==> src/rtl/buffer_pkg.sv <==
// Shared definitions for the panel buffer (reader and writer sides).
// Holds the default geometry, the derived-constant helpers and the reader
// FSM state type so both sides agree on panel layout inside a RAM block.
package buffer_pkg;

  // Default bank / panel geometry.
  localparam int DEF_BLOCK_COUNT  = 4;
  localparam int DEF_BLOCK_WIDTH  = 32;
  localparam int DEF_BLOCK_DEPTH  = 480;
  localparam int DEF_PANEL_WIDTH  = 8;
  localparam int DEF_PANEL_HEIGHT = 16;
  localparam int DEF_COLOR_COUNT  = 3;

  // RAM words needed to hold one panel.
  function automatic int calc_words_per_panel(input int pw, input int ph,
                                               input int cc, input int bw);
    return (pw * ph * cc * 8) / bw;
  endfunction

  // Whole panels that fit in one RAM block.
  function automatic int calc_panels_per_block(input int depth, input int wpp);
    return depth / wpp;
  endfunction

  // $clog2 that never returns a zero-width field.
  function automatic int clog2_min1(input int n);
    return (n < 2) ? 1 : $clog2(n);
  endfunction

  localparam int DEF_WORDS_PER_PANEL  = calc_words_per_panel(DEF_PANEL_WIDTH,
                                          DEF_PANEL_HEIGHT, DEF_COLOR_COUNT, DEF_BLOCK_WIDTH);
  localparam int DEF_PANELS_PER_BLOCK = calc_panels_per_block(DEF_BLOCK_DEPTH,
                                          DEF_WORDS_PER_PANEL);

  typedef enum logic [1:0] {
    ST_IDLE  = 2'd0,
    ST_READ  = 2'd1,
    ST_DRAIN = 2'd2
  } reader_state_t;

endpackage

==> src/rtl/block_reader_if.sv <==
// Bus bundle between a panel requester / byte sink / RAM bank and
// block_reader.
//   Request : I_start, I_block, I_slot, I_abort
//   RAM     : O_ceb (one-hot enable), O_adb (shared address), I_dout (flat data)
//   Stream  : O_data, O_valid, I_ready
//   Status  : O_busy, O_done, O_error
// Stream handshake: a byte transfers on every clock edge where O_valid and
// I_ready are both high; once O_valid is high, O_data is held and O_valid
// stays high until that transfer happens (abort and reset excepted).
// Modport slave is the reader's view, master is the environment's view.
interface block_reader_if
  import buffer_pkg::*;
#(
  parameter int BLOCK_COUNT = DEF_BLOCK_COUNT,
  parameter int BLOCK_WIDTH = DEF_BLOCK_WIDTH,
  parameter int ADDR_W      = clog2_min1(DEF_BLOCK_DEPTH),
  parameter int BLK_W       = clog2_min1(DEF_BLOCK_COUNT),
  parameter int SLOT_W      = clog2_min1(DEF_PANELS_PER_BLOCK)
);
  logic                               I_start;
  logic [BLK_W-1:0]                   I_block;
  logic [SLOT_W-1:0]                  I_slot;
  logic                               I_abort;
  logic [BLOCK_COUNT-1:0]             O_ceb;
  logic [ADDR_W-1:0]                  O_adb;
  logic [BLOCK_COUNT*BLOCK_WIDTH-1:0] I_dout;
  logic [7:0]                         O_data;
  logic                               O_valid;
  logic                               I_ready;
  logic                               O_busy;
  logic                               O_done;
  logic                               O_error;

  modport slave (
    input  I_start, I_block, I_slot, I_abort, I_dout, I_ready,
    output O_ceb, O_adb, O_data, O_valid, O_busy, O_done, O_error
  );

  modport master (
    output I_start, I_block, I_slot, I_abort, I_dout, I_ready,
    input  O_ceb, O_adb, O_data, O_valid, O_busy, O_done, O_error
  );
endinterface

==> src/rtl/word_skid_fifo.sv <==
// Two-entry word FIFO between the RAM read port and the byte serializer.
//   clk, rst_n : clock, asynchronous active-low reset
//   flush      : synchronous empty (pointers and count to 0)
//   push, din  : write one word (ignored when full unless popping too)
//   pop        : drop the head word (ignored when empty)
//   dout       : head word, count : occupied entries (0..2)
module word_skid_fifo #(
  parameter int WIDTH = 32
) (
  input  logic             clk,
  input  logic             rst_n,
  input  logic             flush,
  input  logic             push,
  input  logic [WIDTH-1:0] din,
  input  logic             pop,
  output logic [WIDTH-1:0] dout,
  output logic [1:0]       count
);
  logic [WIDTH-1:0] mem [2];
  logic             wr_ptr;
  logic             rd_ptr;
  logic             push_ok;
  logic             pop_ok;

  assign pop_ok  = pop && (count != 2'd0);
  // When full, a simultaneous pop frees the slot the write pointer aims at.
  assign push_ok = push && ((count != 2'd2) || pop_ok);
  assign dout    = mem[rd_ptr];

  always_ff @(posedge clk or negedge rst_n) begin
    if (!rst_n) begin
      mem[0] <= '0;
      mem[1] <= '0;
      wr_ptr <= 1'b0;
      rd_ptr <= 1'b0;
      count  <= 2'd0;
    end else if (flush) begin
      wr_ptr <= 1'b0;
      rd_ptr <= 1'b0;
      count  <= 2'd0;
    end else begin
      if (push_ok) begin
        mem[wr_ptr] <= din;
        wr_ptr      <= ~wr_ptr;
      end
      if (pop_ok) begin
        rd_ptr <= ~rd_ptr;
      end
      count <= count + 2'(push_ok) - 2'(pop_ok);
    end
  end
endmodule

==> src/rtl/block_reader.sv <==
// Reads one panel out of a bank of RAM blocks and streams it as bytes.
//   I_clk, I_rst_n : clock, asynchronous active-low reset
//   bus            : block_reader_if.slave (request, RAM port B, byte stream,
//                    status pulses)
//   O_state        : current FSM state, for observation
// A request picks a block and a panel slot; the panel occupies
// WORDS_PER_PANEL consecutive words starting at slot*WORDS_PER_PANEL.
// Words come back one cycle after the read and are queued in a 2-entry
// FIFO; each word leaves as BLOCK_WIDTH/8 bytes, most significant first.
module block_reader
  import buffer_pkg::*;
#(
  parameter int BLOCK_COUNT  = DEF_BLOCK_COUNT,
  parameter int BLOCK_WIDTH  = DEF_BLOCK_WIDTH,
  parameter int BLOCK_DEPTH  = DEF_BLOCK_DEPTH,
  parameter int PANEL_WIDTH  = DEF_PANEL_WIDTH,
  parameter int PANEL_HEIGHT = DEF_PANEL_HEIGHT,
  parameter int COLOR_COUNT  = DEF_COLOR_COUNT
) (
  input  logic           I_clk,
  input  logic           I_rst_n,
  block_reader_if.slave  bus,
  output reader_state_t  O_state
);
  localparam int WPP    = calc_words_per_panel(PANEL_WIDTH, PANEL_HEIGHT,
                                               COLOR_COUNT, BLOCK_WIDTH);
  localparam int PPB    = calc_panels_per_block(BLOCK_DEPTH, WPP);
  localparam int BPW    = BLOCK_WIDTH / 8;
  localparam int ADDR_W = clog2_min1(BLOCK_DEPTH);
  localparam int BLK_W  = clog2_min1(BLOCK_COUNT);
  localparam int SLOT_W = clog2_min1(PPB);
  localparam int CNT_W  = clog2_min1(WPP + 1);
  localparam int BYTE_W = clog2_min1(BPW);

  // Range limits one bit wider than the request fields so the compare
  // works even when the field can hold exactly the limit value.
  localparam logic [SLOT_W:0]   PPB_L = (SLOT_W + 1)'(PPB);
  localparam logic [BLK_W:0]    BLK_L = (BLK_W + 1)'(BLOCK_COUNT);
  localparam logic [ADDR_W-1:0] WPP_A = ADDR_W'(WPP);

  reader_state_t    state_q, state_d;
  logic [ADDR_W-1:0] base_q;
  logic [BLK_W-1:0]  blk_q;
  logic [CNT_W-1:0]  word_cnt_q;
  logic [BYTE_W-1:0] byte_cnt_q;
  logic              in_flight_q;
  logic              error_q;

  logic [BLOCK_WIDTH-1:0] fifo_dout;
  logic [BLOCK_WIDTH-1:0] rd_word;
  logic [BLOCK_WIDTH-1:0] shifted;
  logic [1:0]             fifo_count;
  logic [2:0]             occ;
  logic [BYTE_W-1:0]      byte_idx;
  logic                   req_ok;
  logic                   accept_start;
  logic                   fifo_valid;
  logic                   last_byte;
  logic                   xfer;
  logic                   pop;
  logic                   push;
  logic                   issue;
  logic                   done;

  assign req_ok       = ({1'b0, bus.I_slot} < PPB_L) && ({1'b0, bus.I_block} < BLK_L);
  assign accept_start = (state_q == ST_IDLE) && bus.I_start && !bus.I_abort && req_ok;

  // Reads in flight count against FIFO space so a returning word always
  // has a slot to land in.
  assign occ        = {2'b00, in_flight_q} + {1'b0, fifo_count};
  assign fifo_valid = (fifo_count != 2'd0);
  assign last_byte  = (byte_cnt_q == BYTE_W'(BPW - 1));
  assign xfer       = fifo_valid && bus.I_ready;
  assign pop        = xfer && last_byte;
  assign push       = in_flight_q && !bus.I_abort;
  assign rd_word    = bus.I_dout[blk_q * BLOCK_WIDTH +: BLOCK_WIDTH];

  // Byte 0 of a word is its most significant byte.
  assign byte_idx = BYTE_W'(BPW - 1) - byte_cnt_q;
  assign shifted  = fifo_dout >> {byte_idx, 3'b000};

  always_comb begin
    state_d = state_q;
    issue   = 1'b0;
    done    = 1'b0;
    case (state_q)
      ST_IDLE: begin
        if (accept_start) state_d = ST_READ;
      end
      ST_READ: begin
        issue = (occ < 3'd2);
        if (issue && (word_cnt_q == CNT_W'(WPP - 1))) state_d = ST_DRAIN;
      end
      ST_DRAIN: begin
        // Every word is issued; finish on the handshake of the final byte.
        if (pop && (fifo_count == 2'd1) && !in_flight_q) begin
          state_d = ST_IDLE;
          done    = 1'b1;
        end
      end
      default: state_d = ST_IDLE;
    endcase
    if (bus.I_abort) begin
      state_d = ST_IDLE;
      issue   = 1'b0;
      done    = 1'b0;
    end
  end

  always_ff @(posedge I_clk or negedge I_rst_n) begin
    if (!I_rst_n) begin
      state_q     <= ST_IDLE;
      base_q      <= '0;
      blk_q       <= '0;
      word_cnt_q  <= '0;
      byte_cnt_q  <= '0;
      in_flight_q <= 1'b0;
      error_q     <= 1'b0;
    end else begin
      state_q     <= state_d;
      in_flight_q <= issue;
      error_q     <= (state_q == ST_IDLE) && bus.I_start && !bus.I_abort && !req_ok;
      if (bus.I_abort || done) begin
        word_cnt_q <= '0;
        byte_cnt_q <= '0;
      end else begin
        if (accept_start) begin
          base_q     <= ADDR_W'(bus.I_slot) * WPP_A;
          blk_q      <= bus.I_block;
          word_cnt_q <= '0;
          byte_cnt_q <= '0;
        end
        if (issue) word_cnt_q <= word_cnt_q + 1'b1;
        if (xfer)  byte_cnt_q <= last_byte ? '0 : byte_cnt_q + 1'b1;
      end
    end
  end

  word_skid_fifo #(.WIDTH(BLOCK_WIDTH)) u_fifo (
    .clk   (I_clk),
    .rst_n (I_rst_n),
    .flush (bus.I_abort),
    .push  (push),
    .din   (rd_word),
    .pop   (pop),
    .dout  (fifo_dout),
    .count (fifo_count)
  );

  assign bus.O_ceb   = issue ? (BLOCK_COUNT'(1) << blk_q) : '0;
  assign bus.O_adb   = base_q + ADDR_W'(word_cnt_q);
  assign bus.O_valid = fifo_valid;
  assign bus.O_data  = fifo_valid ? shifted[7:0] : 8'h00;
  assign bus.O_busy  = (state_q != ST_IDLE);
  assign bus.O_done  = done;
  assign bus.O_error = error_q;
  assign O_state     = state_q;

endmodule
==> src/flat_wrapper.sv <==
// flat-port wrapper written by rule: the top's interface ports become plain ports
module block_reader_flat import buffer_pkg::*;
#(
  parameter int BLOCK_COUNT  = DEF_BLOCK_COUNT,
  parameter int BLOCK_WIDTH  = DEF_BLOCK_WIDTH,
  parameter int BLOCK_DEPTH  = DEF_BLOCK_DEPTH,
  parameter int PANEL_WIDTH  = DEF_PANEL_WIDTH,
  parameter int PANEL_HEIGHT = DEF_PANEL_HEIGHT,
  parameter int COLOR_COUNT  = DEF_COLOR_COUNT
)
  (I_clk, I_rst_n, O_state, bus_I_start, bus_I_block, bus_I_slot, bus_I_abort, bus_I_dout, bus_I_ready, bus_O_ceb, bus_O_adb, bus_O_data, bus_O_valid, bus_O_busy, bus_O_done, bus_O_error);
  block_reader_if #(.BLOCK_COUNT(BLOCK_COUNT), .BLOCK_WIDTH(BLOCK_WIDTH)) bus_i ();
  input  logic I_clk;
  input  logic I_rst_n;
  output reader_state_t O_state;
  input wire logic [$bits(bus_i.I_start)-1:0] bus_I_start;
  input wire logic [$bits(bus_i.I_block)-1:0] bus_I_block;
  input wire logic [$bits(bus_i.I_slot)-1:0] bus_I_slot;
  input wire logic [$bits(bus_i.I_abort)-1:0] bus_I_abort;
  input wire logic [$bits(bus_i.I_dout)-1:0] bus_I_dout;
  input wire logic [$bits(bus_i.I_ready)-1:0] bus_I_ready;
  output wire logic [$bits(bus_i.O_ceb)-1:0] bus_O_ceb;
  output wire logic [$bits(bus_i.O_adb)-1:0] bus_O_adb;
  output wire logic [$bits(bus_i.O_data)-1:0] bus_O_data;
  output wire logic [$bits(bus_i.O_valid)-1:0] bus_O_valid;
  output wire logic [$bits(bus_i.O_busy)-1:0] bus_O_busy;
  output wire logic [$bits(bus_i.O_done)-1:0] bus_O_done;
  output wire logic [$bits(bus_i.O_error)-1:0] bus_O_error;
  assign bus_i.I_start = bus_I_start;
  assign bus_i.I_block = bus_I_block;
  assign bus_i.I_slot = bus_I_slot;
  assign bus_i.I_abort = bus_I_abort;
  assign bus_i.I_dout = bus_I_dout;
  assign bus_i.I_ready = bus_I_ready;
  assign bus_O_ceb = bus_i.O_ceb;
  assign bus_O_adb = bus_i.O_adb;
  assign bus_O_data = bus_i.O_data;
  assign bus_O_valid = bus_i.O_valid;
  assign bus_O_busy = bus_i.O_busy;
  assign bus_O_done = bus_i.O_done;
  assign bus_O_error = bus_i.O_error;
  block_reader #(.BLOCK_COUNT(BLOCK_COUNT), .BLOCK_WIDTH(BLOCK_WIDTH), .BLOCK_DEPTH(BLOCK_DEPTH), .PANEL_WIDTH(PANEL_WIDTH), .PANEL_HEIGHT(PANEL_HEIGHT), .COLOR_COUNT(COLOR_COUNT)) u_core (.I_clk(I_clk), .I_rst_n(I_rst_n), .bus(bus_i), .O_state(O_state));
endmodule
==> config.mk <==
export PLATFORM = sky130hd
export DESIGN_NAME = block_reader_flat
export DESIGN_NICKNAME = d
export VERILOG_FILES = /design/src/rtl/buffer_pkg.sv /design/src/rtl/block_reader_if.sv /design/src/rtl/word_skid_fifo.sv /design/src/rtl/block_reader.sv /design/src/flat_wrapper.sv
export SDC_FILE = /design/constraint.sdc
export NUM_CORES = 1
export LEC_CHECK = 0
export CORE_UTILIZATION = 25
export DETAILED_ROUTE_END_ITERATION = 8
export HOLD_SLACK_MARGIN = 0.05
export RECOVER_POWER = 50
export SLEW_MARGIN = 10
export SYNTH_ARGS = -nofsm -noshare
export SYNTH_HDL_FRONTEND = slang
export SYNTH_SLANG_ARGS = --single-unit
==> constraint.sdc <==
create_clock -name I_clk -period 4.3 [get_ports I_clk]
set_input_delay 0.43 -clock I_clk [delete_from_list [all_inputs] [get_ports I_clk]]
set_output_delay 0.43 -clock I_clk [all_outputs]
set_load 0.02 [all_outputs]
==> impl_metrics.env, run 1 <==
export IMPL_ys_seq_area_share_pct=43.0
export IMPL_highest_layer="met4"
export IMPL_worst_slew_pin_transition_ns=2.86
export IMPL_path_clk_slew_ns=0.06
export IMPL_grt_antenna_before_repair=0
export IMPL_hold_buffers=0
export IMPL_synth_cells=352
export IMPL_drive_above_1_share_pct=28.9
export IMPL_tns_ns=0
export IMPL_place_congestion=0.783
export IMPL_outcome="finished with violations"
export IMPL_root_buffer="clkbuf_16"
export IMPL_detail_route_antenna_nets=0
export IMPL_finalHoldViolCount=0
export IMPL_io_pins=165
export IMPL_max_slew_margin_pct=-90.4
export IMPL_grt_max_degree=52
export IMPL_dr_pass1_iters=4
export IMPL_worstSetupPathType="in2out"
export IMPL_worstPathCellList="dlygate4sd3_1, or3_1, clkinvlp_2, and3_1, clkdlybuf4s50_1"
export IMPL_maxSlewViolCount=52
export IMPL_wire_per_inst_um=16.2
export IMPL_area_delta_synth_final_pct=41.8
export IMPL_cts_tree="yes"
export IMPL_syn_area_per_cell_sq_um=14.4
export IMPL_cp_required_ns=3.87
export IMPL_drc=0
export IMPL_wl_um=12500
export IMPL_dr_first_iter_drc_count=171
export IMPL_end_kind="output port"
export IMPL_rows=51
export IMPL_final_setup_viol_count=0
export IMPL_synth_top_area_share_pct=43.0
export IMPL_die_area_sq_um=20800
export IMPL_clockBufferDepth=2
export IMPL_r2r_setup_slack_ns=1.44
export IMPL_dpl_hpwl_um=9460
export IMPL_synth_area_leaders="dfrtp_1 (43%), mux4_2 (21%), mux2_2 (15%)"
export IMPL_synth_most_common_cell="dfrtp_1"
export IMPL_ys_types=49
export IMPL_synth_compound_area_share_pct=3.31
export IMPL_cp_endpoint="bus_O_ceb[3]"
export IMPL_fin_worst_skew_ns=0.00943
export IMPL_p_seq_share_pct=41.4
export IMPL_layout_nets=650
export IMPL_startpoint="bus_I_abort"
export IMPL_grt_pass1_vias=3649
export IMPL_leakagePower_nw=2.89
export IMPL_start_util_pct=25.8
export IMPL_die_y_um=144
export IMPL_synth_area_leader_cell="dfrtp_1"
export IMPL_fin_crit_ns=3.30
export IMPL_p_comb_share_pct=29.3
export IMPL_htree_levels=3
export IMPL_synth_fa_ha_area_share_pct=3.02
export IMPL_p_sw_mw=0.758
export IMPL_cp_arrival_ns=2.87
export IMPL_grt_pass1_wl_um=19100
export IMPL_peakVddDrop_mv=0.199
export IMPL_power_internal_mw=2.10
export IMPL_power_total_mw=2.85
export IMPL_synthMuxAreaShare_pct=38.8
export IMPL_worstPathMaxFanout=12
export IMPL_cap_violations=1
export IMPL_dr_wl_met2_um=6150
export IMPL_cts_sink_count=87
export IMPL_synth_flop_cell="dfrtp_1"
export IMPL_yosys_warnings=0
export IMPL_violations="capacitance limit, slew limit"
export IMPL_period_share_pct=76.7
export IMPL_cp_slowest_stage_delay_ns=0.78
export IMPL_synth_seq_cells=87
export IMPL_die_w_um=144
export IMPL_r2r_end="u_core.u_fifo.mem[58]"
export IMPL_n_antenna_cell=0
export IMPL_core_area_sq_um=19700
export IMPL_track_usage_pct=12.3
export IMPL_fmax_mhz=303
export IMPL_cp_slowest_cell="dlygate4sd3_1"
export IMPL_netlist_area_sq_um=5060
export IMPL_port_buffers=164
export IMPL_clk_latency_ns=0.34
export IMPL_syn_nets=501
export IMPL_p_per_area_nw_per_um2=398
export IMPL_p_clk_share_pct=29.3
export IMPL_synth_edf_count=0
export IMPL_vias=3578
export IMPL_avgViaCountPerCell=4.65
export IMPL_synthSimpleGateAreaFrac_pct=5.78
export IMPL_r2r_start="u_core.byte_cnt_q[1]"
export IMPL_wl_met1_um=5390
export IMPL_rsz0062_at_grt="false"
export IMPL_grt_overflow=0
export IMPL_async_reset_ff_share_pct=100
export IMPL_cts_made_buffers=9
export IMPL_cts_resized=0
export IMPL_synth_xor_area_share_pct=1.04
export IMPL_switching_share_pct=26.6
export IMPL_start_kind="input port"
export IMPL_min_path_type="reg2reg"
export IMPL_synth_top_family_by_area="multiplexers"
export IMPL_post_cts_buffers=0
export IMPL_ys_top_cells_by_count="dfrtp_1 (87), mux2_2 (67), mux4_2 (48), nor2_1 (19), inv_1 (12)"
export IMPL_rr_worst_depth=5
export IMPL_wl_met3_um=693
[metal layers]
layer / track usage [%] / vias to the layer above
met1: 15.2 / 1841
met5: 0 / -
li1: - / 1622
met2: 20.6 / 100
met3: 2.72 / 15
met4: 5.10 / 0
[per-stage QoR]
step                      cell area, sq um  worst slack, ns  hold slack, ns  util [%]  instances
after global placement                6880             1.26           0.481      35.0        755
after detailed placement              6880             1.22           0.491      35.0        755
after global routing                  7180            0.792           0.517      36.5        770
after CTS                             7200             1.21           0.149      36.6        770
final                                 7180             1.00           0.501      36.5        770
after floorplan                       5060             2.22           0.134         -        352
[flip-flops by register name, indices dropped and copies added (netlist names)]
register,cells
u_core.u_fifo.rd_ptr,1
u_core.in_flight_q,1
u_core.u_fifo.count,2
u_core.byte_cnt_q,2
u_core.base_q,4
u_core.blk_q,2
u_core.word_cnt_q,7
u_core.O_state,2
u_core.u_fifo.wr_ptr,1
u_core.bus.O_error,1
u_core.u_fifo.mem,64
[critical path: cells and delay by family]
kind,cells,cell delay (ns)
buffers and inverters,3,1.75
and+or+nand+nor,2,0.69
[cells in the final DEF, fill, tap and decap left out, types with 5 or more instances in the layout]
master             n
nand2_1            8
mux2i_1           10
mux2_2            67
clkdlybuf4s50_1  156
dlygate4sd3_1      7
ha_1               9
dfrtp_1           85
clkbuf_16          9
inv_1             12
mux4_2            48
xnor2_1            5
nand3_1            5
nor2_1            19
[final cells by class]
| type | instances | area, sq um |
|---|---|---|
| Clock buffer | 9 | 225 |
| Clock inverter | 6 | 95.1 |
| Fill cell | 1958 | 12500 |
| Inverter | 13 | 50.0 |
| Multi-Input combinational cell | 222 | 2630 |
| Sequential cell | 87 | 2180 |
| Tap cell | 265 | 332 |
| Timing Repair Buffer | 168 | 1670 |
[cells by family (layout without fill, tap and decap cells)]
family	Yosys count	in the layout
buffers and inverters	43	196
muxes	127	127
adders and majority gates	11	11
AOI/OAI and AO/OA	23	23
xor gates and xnor gates	6	6
and+or+nand+nor	55	55
DFF	87	87
[power by group through the flow]
stage	clock (mW)	sequential (mW)	combinational, mW
final	0.838	1.18	0.836
after global routing	0.896	1.21	0.906
after CTS	0.861	1.19	0.854
after detailed placement	0	1.20	0.851
after global placement	0	1.18	0.827
after floorplan	0	1.11	0.609
[worst min-delay path by stage]
stage / start / end / slack, ns / depth (start not counted)
global placement: u_core.u_fifo.mem[2] / u_core.u_fifo.mem[2] / 0.48 / 1
CTS: I_rst_n / u_core.base_q[6] / 0.15 / 1
global route: u_core.u_fifo.mem[36] / u_core.u_fifo.mem[36] / 0.52 / 1
finish: u_core.u_fifo.mem[41] / u_core.u_fifo.mem[41] / 0.50 / 1
detailed placement: u_core.u_fifo.mem[20] / u_core.u_fifo.mem[20] / 0.49 / 1
floorplan: I_rst_n / u_core.O_state[0] / 0.13 / 0
No activity file was read; power rests on OpenSTA's default activity.
==> run 2, diff against run 1 <==
- clock period: 4.3 -> 2.9 ns (I/O delays scaled with it)
==> run 2 against run 1 <==
Net effect: the run still ends with capacitance limit, slew limit left; wire length increased by 0.34%; die area unchanged; largest cell class unchanged; global-route usage about the same; clock skew decreased by 0.0016 ns; combinational power increased by 52%; via count increased by 0.84%.
==> impl_metrics.env, run 2 (synthesis gave the netlist of run 1 again) <==
export IMPL_outcome="finished with violations"
export IMPL_violations="capacitance limit, slew limit"
export IMPL_reg_largest_list="u_core.u_fifo.mem x64, u_core.word_cnt_q x7, u_core.base_q x4"
export IMPL_clk_latency_ns=0.34
export IMPL_wire_per_inst_um=16.1
export IMPL_largest_register_ffs=64
export IMPL_root_buffer="clkbuf_16"
export IMPL_fin_crit_ns=2.77
export IMPL_final_common_cell="clkdlybuf4s50_1"
export IMPL_start_kind="register"
export IMPL_path_clk_slew_ns=0.06
export IMPL_dr_pass1_iters=4
export IMPL_drc=0
export IMPL_cp_required_ns=2.61
export IMPL_grt_overflow=0
export IMPL_cp_arrival_ns=2.48
export IMPL_cts_resized=0
export IMPL_clockBufferDepth=2
export IMPL_fmax_mhz=360
export IMPL_r2r_setup_slack_ns=0.59
export IMPL_place_congestion=0.785
export IMPL_dr_first_iter_drc_count=251
export IMPL_leakagePower_nw=2.93
export IMPL_die_y_um=144
export IMPL_htree_levels=3
export IMPL_grt_max_degree=65
export IMPL_hold_buffers=0
export IMPL_port_buffers=164
export IMPL_grt_pass1_vias=3669
export IMPL_layout_common_cells="clkdlybuf4s50_1 (156), dfrtp_1 (85), mux2_2 (67)"
export IMPL_rsz0062_at_grt="false"
export IMPL_period_share_pct=95.7
export IMPL_timing_hold_ws_ns=0.343
export IMPL_cts_sink_count=87
export IMPL_die_area_sq_um=20800
export IMPL_dpl_hpwl_um=9700
export IMPL_min_path_type="in2async"
export IMPL_cts_made_buffers=9
export IMPL_rows=51
export IMPL_p_per_area_nw_per_um2=576
export IMPL_r2r_start="u_core.byte_cnt_q[0]"
export IMPL_area_delta_synth_final_pct=42.9
export IMPL_worst_slew_pin_transition_ns=1.60
export IMPL_peakVddDrop_mv=0.264
export IMPL_r2r_end="u_core.u_fifo.count[1]"
export IMPL_detail_route_antenna_nets=0
export IMPL_drive_above_1_share_pct=30.0
export IMPL_worstPathMaxFanout=12
export IMPL_die_w_um=144
export IMPL_core_area_sq_um=19700
export IMPL_rr_worst_depth=10
export IMPL_fin_worst_skew_ns=0.00786
export IMPL_max_slew_margin_pct=-6.87
export IMPL_track_usage_pct=12.3
export IMPL_regMostFlops="u_core.u_fifo.mem"
export IMPL_grt_antenna_before_repair=0
export IMPL_start_util_pct=25.8
export IMPL_cap_violations=1
export IMPL_vias=3608
export IMPL_finalHoldViolCount=0
export IMPL_io_pins=165
export IMPL_maxSlewViolCount=65
export IMPL_post_cts_buffers=0
export IMPL_layout_nets=657
export IMPL_n_antenna_cell=0
export IMPL_avgViaCountPerCell=4.64
export IMPL_final_setup_viol_count=0
export IMPL_worstSetupPathType="reg2out"
export IMPL_grt_pass1_wl_um=19300
export IMPL_wl_um=12500
export IMPL_cts_tree="yes"
export IMPL_end_kind="output port"
export IMPL_tns_ns=0
[run 2: how the worst max path moves through the flow]
stage                      startpoint      endpoint  cells after the start
5_1_grt        u_core.u_fifo.count[0]  bus_O_ceb[2]                      6
3_5_place_dp              bus_I_abort  bus_O_ceb[2]                      6
2_1_floorplan  u_core.u_fifo.count[1]  bus_O_ceb[1]                      5
3_3_place_gp              bus_I_abort  bus_O_ceb[2]                      6
6_report       u_core.u_fifo.count[0]  bus_O_ceb[2]                      6
4_1_cts        u_core.u_fifo.count[0]  bus_O_ceb[2]                      6
[run 2: metrics by stage]
step	utilization [%]	power (mW)	instances	instance area [sq um]	worst slack, ns
2_1_floorplan	-	2.55	352	5060	0.959
5_1_grt	36.8	4.41	778	7230	0.00888
3_5_place_dp	35.4	3.06	762	6950	0.379
4_1_cts	36.9	4.23	778	7250	0.101
6_report	36.8	4.16	778	7230	0.125
3_3_place_gp	35.4	3.00	762	6950	0.400
[run 2: cell type report]
cell class	count	area, sq um
clock buffer	10	229
clock inverter	6	68.8
fill	1938	12400
inverter	13	53.8
multi-input combinational	222	2630
sequential	87	2180
tap	265	332
timing repair buffer	175	1740
[run 2: metal layers]
layer	vias to the layer above	routed length (um)	GRT usage [%]
met4	0	99	3.32
met5	-	0	0
met2	113	6280	20.7
met3	8	691	2.52
li1	1639	-	-
met1	1848	5440	15.9
[run 2: worst max-delay path, cell delays in order, from the launching register on]
cell and delay (ns):
dfrtp_1 0.44, a21o_1 0.22, or3_1 0.52, inv_6 0.17, nand2_1 0.07, nor2_1 0.11, clkdlybuf4s50_1 0.61
[run 2: report_power, final]
part	switching [mW]	internal [mW]	total (mW)
logic	0.428	0.840	1.27
clock network	0.480	0.674	1.15
registers	0.215	1.53	1.74
